File: config.mk
export PLATFORM = sky130hd
export DESIGN_NAME = int_div
export DESIGN_NICKNAME = d
export VERILOG_FILES = /design/src/rtl/int_div_pkg.sv /design/src/rtl/int_add_sub.sv /design/src/rtl/int_div.sv
export SDC_FILE = /design/constraint.sdc
export NUM_CORES = 1
export LEC_CHECK = 0
export CAP_MARGIN = 20
export CORE_MARGIN = 5
export CORE_UTILIZATION = 35
export CTS_CLUSTER_DIAMETER = 30
export DETAILED_ROUTE_END_ITERATION = 10
export PLACE_DENSITY = 0.65
export SLEW_MARGIN = 25
export SYNTH_ARGS = -nofsm -noshare
export SYNTH_HDL_FRONTEND = slang
export SYNTH_SLANG_ARGS = --single-unit
File: constraint.sdc
create_clock -name i_clk -period 5.4 [get_ports i_clk]
set_clock_uncertainty 0.2 [all_clocks]
set_input_delay 1.08 -clock i_clk [delete_from_list [all_inputs] [get_ports i_clk]]
set_output_delay 1.08 -clock i_clk [all_outputs]
set_load 0.1 [all_outputs]
File: src/rtl/int_div_pkg.sv
// Shared definitions for the iterative integer divider: operand width,
// RISC-V M-extension divide op encodings and the controller state type.
package int_div_pkg;

    localparam int XLEN  = 32;
    localparam int CNT_W = 6;

    typedef enum logic [1:0] {
        OP_DIV  = 2'b00,
        OP_DIVU = 2'b01,
        OP_REM  = 2'b10,
        OP_REMU = 2'b11
    } op_e;

    typedef enum logic [1:0] {
        IDLE = 2'b00,
        CALC = 2'b01,
        DONE = 2'b10
    } state_e;

    function automatic logic op_is_signed(input op_e op);
        return ~op[0];
    endfunction

    function automatic logic op_is_rem(input op_e op);
        return op[1];
    endfunction

endpackage

File: src/rtl/int_add_sub.sv
// Plain adder/subtractor; the divider uses it in subtract mode to negate
// the final quotient or remainder magnitude.
module int_add_sub
    import int_div_pkg::*;
#(
    parameter int W = XLEN
) (
    input  logic         i_sub,
    input  logic [W-1:0] i_a,
    input  logic [W-1:0] i_b,
    output logic [W-1:0] o_sum
);

    always_comb begin
        o_sum = i_sub ? (i_a - i_b) : (i_a + i_b);
    end

endmodule

File: src/rtl/int_div.sv
// Iterative restoring integer divider (DIV/DIVU/REM/REMU), one quotient bit
// per cycle, with single-cycle bypass for divide-by-zero and signed overflow.
module int_div
    import int_div_pkg::*;
#(
    parameter int XLEN = int_div_pkg::XLEN
) (
    input  logic            i_clk,
    input  logic            i_rst_n,
    input  logic            i_valid,
    input  logic [1:0]      i_op,
    input  logic [XLEN-1:0] i_a,
    input  logic [XLEN-1:0] i_b,
    output logic            o_ready,
    output logic            o_valid,
    output logic [XLEN-1:0] o_result
);

    state_e           state_q,  state_d;
    op_e              op_q,     op_d;
    logic             sign_a_q, sign_a_d;
    logic             sign_b_q, sign_b_d;
    logic [CNT_W-1:0] cnt_q,    cnt_d;
    logic [XLEN:0]    rem_q,    rem_d;
    logic [XLEN-1:0]  quo_q,    quo_d;
    logic [XLEN-1:0]  div_q,    div_d;
    logic             ready_q,  ready_d;
    logic             valid_q,  valid_d;
    logic [XLEN-1:0]  result_q, result_d;

    op_e             op_in;
    logic            accept;
    logic            a_neg, b_neg;
    logic [XLEN-1:0] a_mag, b_mag;
    logic            div_zero, overflow;
    logic [XLEN:0]   rem_sh, trial, step_rem;
    logic [XLEN-1:0] step_quo;
    logic            step_ok;
    logic [XLEN-1:0] mag, mag_neg;
    logic            negate;

    int_add_sub #(.W(XLEN)) u_negate (
        .i_sub (1'b1),
        .i_a   ('0),
        .i_b   (mag),
        .o_sum (mag_neg)
    );

    // NOTE: every always_comb output gets a default first so no path can infer a latch.
    always_comb begin
        op_in    = op_e'(i_op);
        accept   = i_valid && (state_q == IDLE);
        a_neg    = op_is_signed(op_in) && i_a[XLEN-1];
        b_neg    = op_is_signed(op_in) && i_b[XLEN-1];
        a_mag    = a_neg ? -i_a : i_a;
        b_mag    = b_neg ? -i_b : i_b;
        div_zero = (i_b == '0);
        overflow = op_is_signed(op_in) && (i_a == {1'b1, {(XLEN-1){1'b0}}}) && (i_b == '1);

        // A 1 shifted out of the remainder MSB means the true value exceeds any divisor.
        rem_sh   = {rem_q[XLEN-1:0], quo_q[XLEN-1]};
        trial    = rem_sh - {1'b0, div_q};
        step_ok  = rem_q[XLEN] || !trial[XLEN];
        step_rem = step_ok ? trial : rem_sh;
        step_quo = {quo_q[XLEN-2:0], step_ok};

        mag      = op_is_rem(op_q) ? step_rem[XLEN-1:0] : step_quo;
        negate   = op_is_signed(op_q) && (op_is_rem(op_q) ? sign_a_q : (sign_a_q ^ sign_b_q));
    end

    always_comb begin
        state_d  = state_q;
        op_d     = op_q;
        sign_a_d = sign_a_q;
        sign_b_d = sign_b_q;
        cnt_d    = cnt_q;
        rem_d    = rem_q;
        quo_d    = quo_q;
        div_d    = div_q;
        valid_d  = 1'b0;
        result_d = result_q;

        case (state_q)
            IDLE: begin
                if (accept) begin
                    op_d     = op_in;
                    sign_a_d = a_neg;
                    sign_b_d = b_neg;
                    quo_d    = a_mag;
                    div_d    = b_mag;
                    rem_d    = '0;
                    cnt_d    = CNT_W'(XLEN);
                    if (div_zero) begin
                        state_d  = DONE;
                        valid_d  = 1'b1;
                        result_d = op_is_rem(op_in) ? i_a : '1;
                    end else if (overflow) begin
                        state_d  = DONE;
                        valid_d  = 1'b1;
                        result_d = op_is_rem(op_in) ? '0 : i_a;
                    end else begin
                        state_d  = CALC;
                    end
                end
            end
            CALC: begin
                rem_d = step_rem;
                quo_d = step_quo;
                cnt_d = cnt_q - CNT_W'(1);
                // Final iteration: sign fix-up feeds the registered result directly.
                if (cnt_q == CNT_W'(1)) begin
                    state_d  = DONE;
                    valid_d  = 1'b1;
                    result_d = negate ? mag_neg : mag;
                end
            end
            DONE:    state_d = IDLE;
            default: state_d = IDLE;
        endcase

        ready_d = (state_d == IDLE);
    end

    // NOTE: sequential state uses non-blocking assignments only; all registers are
    // reset because an in-flight operation must be discarded completely.
    always_ff @(posedge i_clk or negedge i_rst_n) begin
        if (!i_rst_n) begin
            state_q  <= IDLE;
            op_q     <= OP_DIV;
            sign_a_q <= 1'b0;
            sign_b_q <= 1'b0;
            cnt_q    <= '0;
            rem_q    <= '0;
            quo_q    <= '0;
            div_q    <= '0;
            ready_q  <= 1'b1;
            valid_q  <= 1'b0;
            result_q <= '0;
        end else begin
            state_q  <= state_d;
            op_q     <= op_d;
            sign_a_q <= sign_a_d;
            sign_b_q <= sign_b_d;
            cnt_q    <= cnt_d;
            rem_q    <= rem_d;
            quo_q    <= quo_d;
            div_q    <= div_d;
            ready_q  <= ready_d;
            valid_q  <= valid_d;
            result_q <= result_d;
        end
    end

    assign o_ready  = ready_q;
    assign o_valid  = valid_q;
    assign o_result = result_q;

endmodule

==> out/qor.txt <==
status: completed
largest net degree at the start of global routing: 101
Final nets: 1601
Synth Area in XOR/XNOR: 7.83%
vias in the first global route: 10665
R2R setup slack: 0.29 ns
Iter 0 DRT Violations: 921
worst reg2reg endpoint: o_result[30]
YS warnings: 0
Max H-tree Level: 4
fmax: 196 MHz
Seq/Total Area, Yosys: 32.0%
Crit-path slowest cell: a2111o_1
Root Driver: clkbuf_16
top cells by area, synth: dfrtp_1 32%, o21ai_0 7.0%, a21oi_1 6.0%
clk slew on worst S/H paths: 0.07 ns
core area: 31600 um2
Cell Chain, Critical Path: inv_1 -> ha_1 -> fa_1 -> nand2b_1 -> a211oi_2 -> o21bai_1 -> a2111o_1 -> and3_4 -> nor2_2 -> a21oi_1 -> mux2i_1 -> ha_1 -> inv_1 -> a31oi_1 -> nand4_1 -> nor4bb_1 -> buf_4 -> nor2b_1 -> mux2_2 -> a211oi_1
Clk Latency, worst-skew pair: 0.43 ns
Routability Congestion: 0.942
worst r2r src: quo_q[31]
CTS Sinks: 143
Non-Filler Instances: 1908
library cells used by synthesis: 88
RSZ-0062 raised after global routing: false
Worst setup endpoint: o_result[30]
fraction of registers with async set/reset: 100%
DRC Markers: 0
Synth top cells by count: 157 x nand2_1, 156 x o21ai_0, 142 x dfrtp_1, 135 x a21oi_1, 96 x nor2_1
hold crit path type: register to register
setup_tns: 0 ns
CTS resizes: 0
EDFF count, synth: 0
IO Port Bufs: 102
GRT overflow: 0
largest family of logic cells by synthesized area: compound AO/OA/AOI/OAI gates
CTS buffer count: 17
Max FO, Critical Path: 5
Synth area leader: dfrtp_1
CTS Buffer Depth: 2
Syn Area/Cell: 7.87 um2
Storage cell area: 3580 um2
Placed Cells: 1876
post-route minimum period: 5.11 ns
Post-DRT Antenna Nets: 0
ant diodes: 0
Post-Syn Instances: 1421
startpoint types: register
worst reg2reg path depth: 20
Hold WS: 0.275 ns
worst path required time: 5.55 ns
Rel. slew slack: 33.7%
fraction of layout cells with a size suffix above 1: 6.97%
Total Wirelength: 37300 um
Tot GR Track Use: 20.4%
worst slew pin tran: 0.991 ns
Final Max Tran Viols: 0
post-synthesis mux area share: 1.18%
Post-CTS Setup Repair Bufs: 0
complex-gate fraction of the synthesized area: 28.2%
Seq cells post-synth: 143
number of fill cells: 3201
Final setup viols: 0
initial antenna violation count: 0
Worst Setup End Kind: register
Max-cap violations: 0
DR vias: 11100
count leader, synth: nand2_1
Post-CTS Hold Fix Bufs: 0
TritonCTS clock tree: done
die span in y: 189 um
IO Count: 103
first-pass GRT wire length: 58400 um
multi-input logic area: 7020 um2
Adder-Cell Fraction of Synth Area: 4.43%
Worst Setup SP: quo_q[31]
top cell type's share of synthesized area: 31.8%
DR pass1 iterations: 5
kind of critical path: register to register
Die ar.: 35600 um2
vias per cell: 5.82
DP Wirelength: 27900 um
crit path DAT: 5.25 ns
Avg WL per Cell: 19.6 um
area grow syn2layout: 18.6%
die extent in x: 189 um
syn nets: 1529
prevailing post-synth register cell: dfrtp_1
Max stage delay on crit path: 0.54 ns
period utilisation layout: 94.6%
initial core utilization: 35.4%
Simple-Gate Fraction of Synth Area: 20.9%
# rows: 65
Mapped Area: 11200 um2
final hold vios: 0
per-layer routing:
layer	vias up	global-route usage, %	wire length (um)
met5	-	0	0
met4	0	6.64	1180
met3	58	2.37	1720
met2	359	36.6	18900
met1	5353	25.6	15500
li1	5330	-	-
sequential cells by signal, summed over array words and instances, names as in the netlist:
name and flops:
o_ready 1, sign_b_q 1, state_q 2, cnt_q 6, op_q 2, o_valid 1
sign_a_q 1, o_result 32, quo_q 32, rem_q 33, div_q 32
metrics by stage:
stage	utilization (%)	setup slack, ns	instance area [um2]
after floorplan	-	0.0207	11200
after global placement	40.1	0.366	12600
after detailed placement	40.1	0.358	12600
after CTS	42.0	0.322	13300
after global routing	42.0	0.0249	13300
final	42.0	0.292	13300
logic make-up (layout without fill, tap and decap cells):
kind of cell	Yosys count	after routing
XOR/XNOR	100	100
adder cells (fa/ha/maj)	39	39
buffers and inverters	148	233
flip-flops	143	143
AO/OA/AOI/OAI	505	505
multiplexers	13	13
AND/OR/NAND/NOR	473	473
layout make-up:
cell class / instances / area share, %
clock buffers: 18 / 3.31
repair buffers: 138 / 9.84
well taps: 402 / 3.79
multi-input cells: 1130 / 52.9
clock inverters: 14 / 1.34
flip-flops and latches: 143 / 27.0
inverters: 63 / 1.78
layout by cell type (no fill, tap or decap), drive strengths merged, types with 10 or more instances in the layout:
| master | n |
|---|---|
| a211oi | 15 |
| a21o | 24 |
| a21oi | 135 |
| a22oi | 32 |
| a31oi | 23 |
| and2 | 12 |
| and3 | 11 |
| buf | 37 |
| clkbuf | 18 |
| clkdlybuf4s50 | 101 |
| dfrtp | 142 |
| ha | 38 |
| inv | 68 |
| mux2i | 12 |
| nand2 | 157 |
| nand2b | 14 |
| nand3 | 30 |
| nand4 | 24 |
| nor2 | 96 |
| nor2b | 10 |
| nor3 | 51 |
| nor4 | 20 |
| o211ai | 17 |
| o21a | 14 |
| o21ai | 158 |
| o31ai | 15 |
| or3 | 13 |
| xnor2 | 70 |
| xor2 | 30 |
worst max-delay path: cells and delay by family, from the launching register on:
family                     cells  cell delay [ns]
buffers and inverters          3             0.27
AOI/OAI and AO/OA              6             1.50
muxes                          2             0.54
adders and majority gates      3             0.83
DFF                            1             0.34
and+or+nand+nor                6             1.32
worst min-delay path by stage:
stage | start | endpoint | slack [ns] | cells past startpoint
floorplan | sign_b_q | sign_b_q | 0.24 | 2
global placement | cnt_q[5] | cnt_q[5] | 0.26 | 1
detailed placement | o_result[5] | o_result[5] | 0.27 | 1
CTS | cnt_q[5] | cnt_q[5] | 0.28 | 1
global route | o_result[5] | o_result[5] | 0.30 | 1
finish | cnt_q[5] | cnt_q[5] | 0.27 | 1
Power is left out: the tool's default activity adds up to more than one toggle a clock period on the data nets, which glitch-free logic cannot reach.
